### config.mk
export PLATFORM = sky130hd
export DESIGN_NAME = c64_bus_phase
export DESIGN_NICKNAME = d
export VERILOG_FILES = /design/src/rtl/c64_bus_phase.sv
export SDC_FILE = /design/constraint.sdc
export NUM_CORES = 1
export LEC_CHECK = 0
export BUFFER_PORTS_ARGS = -buffer_cell sky130_fd_sc_hd__buf_2
export CAP_MARGIN = 5
export CORE_UTILIZATION = 39
export CTS_BUF_LIST = sky130_fd_sc_hd__clkbuf_2 sky130_fd_sc_hd__clkbuf_4 sky130_fd_sc_hd__clkbuf_8
export DETAILED_ROUTE_END_ITERATION = 6
export HOLD_SLACK_MARGIN = 0.02
export PLACE_DENSITY = 0.66
export SLEW_MARGIN = 5
export SYNTH_ARGS = -nofsm -noshare
export SYNTH_HDL_FRONTEND = slang
export SYNTH_SLANG_ARGS = --single-unit
### constraint.sdc
create_clock -name clk -period 2 [get_ports clk]
set_input_delay 0.2 -clock clk [delete_from_list [all_inputs] [get_ports clk]]
set_output_delay 0.2 -clock clk [all_outputs]
set_load 0.005 [all_outputs]
### src/rtl/c64_bus_phase.sv
// C64 bus timing master: divides clk into 1 MHz microcycles, emits phase enables
// and the CPU step strobe, and arbitrates the VIC BA/AEC handover.
module c64_bus_phase #(
  parameter int CLK_DIV    = 32,
  parameter int PH2_OFFSET = 16,
  parameter int BA_GRACE   = 3
) (
  input  logic        clk,
  input  logic        reset,
  input  logic        ba,
  input  logic        cpu_we,
  input  logic        halt,
  output logic        clk_1mhz_ph1_en,
  output logic        clk_1mhz_ph2_en,
  output logic        rdy,
  output logic        aec,
  output logic [31:0] cycle_cnt
);

  localparam int PW = $clog2(CLK_DIV);
  localparam int BW = $clog2(BA_GRACE + 2);

  logic [PW-1:0] phase;
  logic [PW-1:0] phase_next;
  logic [BW-1:0] ba_cnt;
  logic [BW-1:0] ba_cnt_next;
  logic          halt_q;
  logic          at_ph1;
  logic          at_ph2;
  logic          at_rdy;
  logic          step_ok;

  always_comb begin
    phase_next = (phase == PW'(CLK_DIV - 1)) ? '0 : phase + 1'b1;
    at_ph1     = (phase_next == '0);
    at_ph2     = (phase_next == PW'(PH2_OFFSET));
    at_rdy     = (phase_next == PW'(PH2_OFFSET + 1));
    // BA-low microcycles saturate one past the grace window: CPU is then locked out
    if (ba)
      ba_cnt_next = '0;
    else if (ba_cnt == BW'(BA_GRACE + 1))
      ba_cnt_next = ba_cnt;
    else
      ba_cnt_next = ba_cnt + 1'b1;
    // Inside the grace window only writes may complete; reads stall the CPU
    step_ok = !halt_q && ((ba_cnt == '0) || ((ba_cnt <= BW'(BA_GRACE)) && cpu_we));
  end

  always_ff @(posedge clk or negedge reset) begin
    if (!reset) begin
      phase           <= PW'(CLK_DIV - 1);
      ba_cnt          <= '0;
      halt_q          <= 1'b0;
      clk_1mhz_ph1_en <= 1'b0;
      clk_1mhz_ph2_en <= 1'b0;
      rdy             <= 1'b0;
      aec             <= 1'b1;
      cycle_cnt       <= '0;
    end else begin
      phase           <= phase_next;
      clk_1mhz_ph1_en <= at_ph1;
      clk_1mhz_ph2_en <= at_ph2;
      rdy             <= at_rdy && step_ok;
      if (at_ph1) begin
        ba_cnt    <= ba_cnt_next;
        halt_q    <= halt;
        cycle_cnt <= cycle_cnt + 32'd1;
        aec       <= (ba_cnt_next <= BW'(BA_GRACE));
      end
    end
  end

endmodule
==> flow_summary.toml <==
[layout]
post-route-util_pct = 58.15
drive_above_1_share_pct = 42.64
final_common_cell = "buf_2"
diodes = 0
nets = 277
layout_common_cells = "40 x buf_2, 39 x dfrtp_1, 22 x xnor2_1, 19 x buf_4, 16 x nand2_1"
stdcell_count = 335
area_delta_synth_final_pct = 41.38

[yosys]
synth-simple-area-share_pct = 21.10
synth_xor_area_share_pct = 13.50
synthAdderAreaFrac_pct = 4.676
synth-compound-area-share_pct = 4.734
netlist_instances = 193
synth_fp_nets = 206
synth_top_family_by_area = "simple AND/OR/NAND/NOR gates"
synth_mux_area_share_pct = 0
yosysSeqAreaShare_pct = 52.95
synth.largest_area_cell = "dfrtp_1"
syn_avg_cell_area_um2 = 11.09
synth-seq-cells = 45
synthTopCellsByArea = "dfrtp_1 46%, xnor2_1 9.4%, dfstp_2 7.4%"
yosys_warnings = 0
ys_types = 35
yosys.area.top_type_share_pct = 45.59
synth_area_um2 = 2141

[setup_path]
critPathLaunchType = "flop"
cp_data_arrival_time_ns = 2.28
worstSetupEndpointType = "flop"
crit_end = "cycle_cnt[29]$_DFFE_PN0N_"
reg2reg_setup_slack_ns = -0.08
startpoint = "phase[1]$_DFF_PN1_"
cp_max_fo = 6
reg2reg_to = "cycle_cnt[29]$_DFFE_PN0N_"
path_class = "reg -> reg"
r2r_cells = 9
required_ns = 2.19
worstReg2RegStart = "phase[1]$_DFF_PN1_"

[clock_network]
cts_tree = "built"
root_buffer = "clkbuf_8"
clock_sinks = 45
cts_made_buffers = 5
clockBufferDepth = 2
clk_pin_slew_ns = 0.09
clk_latency_ns = 0.30
cts_max_level = 2

[placed_design]
place_congestion = 0.7632
dp_cells = 318
io_buffers = 40
dp_hpwl_um = 3137
place_ws_ns = -0.1154

[timing]
max_clock_freq_mhz = 480.1
slew_viol_final = 0
timing.final.crit_share_pct = 104.2
setup_viol = 21
hold_viol_final = 0
tns_ns = -1.013
timing.final.crit_period_ns = 2.083
grt_setup_unrepaired = "yes"
maxSlewHeadroom_pct = 66.47
tightest_slew_ns = 0.5015
finClkSkew_ns = 0.008639
setup_ws_ns = -0.08302

[routing]
remaining_drc_errors = 0
routedWlPerCell_um = 14.18
drt-vias-per-instance = 5.018
initialDrtViolationCount = 62
first_pass_iters = 4
routed_wl_um = 4749
drtAntennaViolNets = 0
vias = 1681

[floorplan]
rows = 26
dieWidth_um = 76.09
design.portCount = 41
dieHeight_um = 76.09
coreArea_um2 = 5205
initial_core_util_pct = 41.13
die_area_um2 = 5790

[power_and_ir_drop]
ir_drop_mv = 0.3045
leakage_uw = 0.001553
p_total_uw = 1732
powerDensity_nw_per_um2 = 572.3

[worst_hold_path]
hold_path.class = "in -> reg"

[global_route]
grt_use_total_pct = 16.70
antenna_found_initial = 0
grt_pass1_vias = 1668
grt_first_pass_wirelength_um = 7672
grt_overflow = 0
grt_max_degree = 26

[job]
max_cap_viol_count = 0

[outcome]
violations = "setup timing"
status = "finished with violations"
[metrics by stage]
| stage | cell area, µm² | hold WS (ns) |
|---|---|---|
| finish | 3027 | 0.09430 |
| global route | 3027 | 0.1036 |
| CTS | 2867 | 0.09175 |
| detailed placement | 2631 | 0.1980 |
| global placement | 2631 | 0.1919 |
| floorplan | 2211 | -0.09559 |
[cell families (layout without fill, tap and decap cells)]
logic type / Yosys count / in the layout
DFF: 45 / 45
xor gates and xnor gates: 33 / 33
AOI/OAI and AO/OA: 12 / 12
and+or+nand+nor: 83 / 83
adders and majority gates: 8 / 8
buffers and inverters: 12 / 84
[worst max-delay path, cell delays in order (launching register included)]
cell and delay, ns:
dfstp_2 0.56, ha_4 0.13, and3_4 0.18, ha_4 0.20, nand2b_4 0.15, or2_4 0.29
inv_8 0.10, clkbuf_16 0.14, nand4_1 0.10, xnor2_1 0.14
[synthesized netlist by cell type]
| library cell | count |
|---|---|
| o21ai_0 | 2 |
| and3_1 | 8 |
| nor2b_1 | 1 |
| a21oi_1 | 3 |
| nor4_2 | 2 |
| dfstp_2 | 6 |
| buf_4 | 1 |
| a31oi_4 | 1 |
| ha_1 | 8 |
| nor4_1 | 1 |
| nand2_1 | 19 |
| buf_2 | 1 |
| nand3b_1 | 1 |
| nor2_1 | 9 |
| nor3_1 | 7 |
| a21bo_1 | 1 |
| or3_1 | 1 |
| nor3_2 | 1 |
| a311oi_2 | 1 |
| nand2b_1 | 2 |
| xnor2_1 | 23 |
| dfrtp_1 | 39 |
| nand4_1 | 11 |
| inv_1 | 7 |
| nand3_1 | 13 |
| buf_6 | 2 |
| xor2_1 | 10 |
| or2_4 | 1 |
| a32o_1 | 1 |
| o21a_1 | 1 |
| inv_2 | 1 |
| nor4b_1 | 1 |
| and2_1 | 3 |
| and4_1 | 2 |
| o22ai_1 | 2 |
[routing by layer]
layer / part of all wire [%] / global-route usage (%) / up-vias / routed length [µm]
met5: 0 / 0 / - / 0
met1: 44 / 20.20 / 824 / 2071
met2: 50 / 29.00 / 42 / 2388
li1: - / - / 806 / -
met4: 1.8 / 5.577 / 0 / 86
met3: 4.3 / 4.192 / 9 / 202
[where the power goes]
part | switching [µW] | internal (µW)
logic | 52.3 | 34.9
registers | 7.66 | 921
clock network | 310 | 406
[sequential cells by signal (all words and copies together) (netlist names)]
name,cells
ba_cnt,3
rdy,1
clk_1mhz_ph2_en,1
aec,1
phase,5
clk_1mhz_ph1_en,1
cycle_cnt,32
halt_q,1
[cell type report]
class	instances	area, µm²
Clock inverter	2	37.54
Tap cell	70	87.58
Inverter	8	37.54
Multi-Input combinational cell	136	1157
Fill cell	449	2178
Sequential cell	45	1134
Timing Repair Buffer	68	490.5
Clock buffer	6	82.58
[how the worst min path moves through the flow]
stage	startpoint	endpoint	slack [ns]	cells past startpoint
2_1_floorplan	reset	ba_cnt[0]$_DFFE_PN0N_	-0.1	0
3_3_place_gp	reset	cycle_cnt[26]$_DFFE_PN0N_	0.19	1
3_5_place_dp	reset	cycle_cnt[28]$_DFFE_PN0N_	0.20	1
4_1_cts	halt	halt_q$_DFFE_PN0N_	0.09	3
5_1_grt	halt	halt_q$_DFFE_PN0N_	0.10	3
6_report	halt	halt_q$_DFFE_PN0N_	0.09	3
[timing repair]
| action | 4_1_cts | 5_1_grt |
|---|---|---|
| setup endpoints to repair | 23 | 33 |
| endpoints found under the hold margin | 20 | 0 |
| gates cloned | 1 | 1 |
| hold buffers | 1 | 0 |
| resized for setup | 11 | 24 |
| buffers inserted | 4 | 2 |
| pin swaps | 11 | 7 |
(Power assumes the default switching activity.)
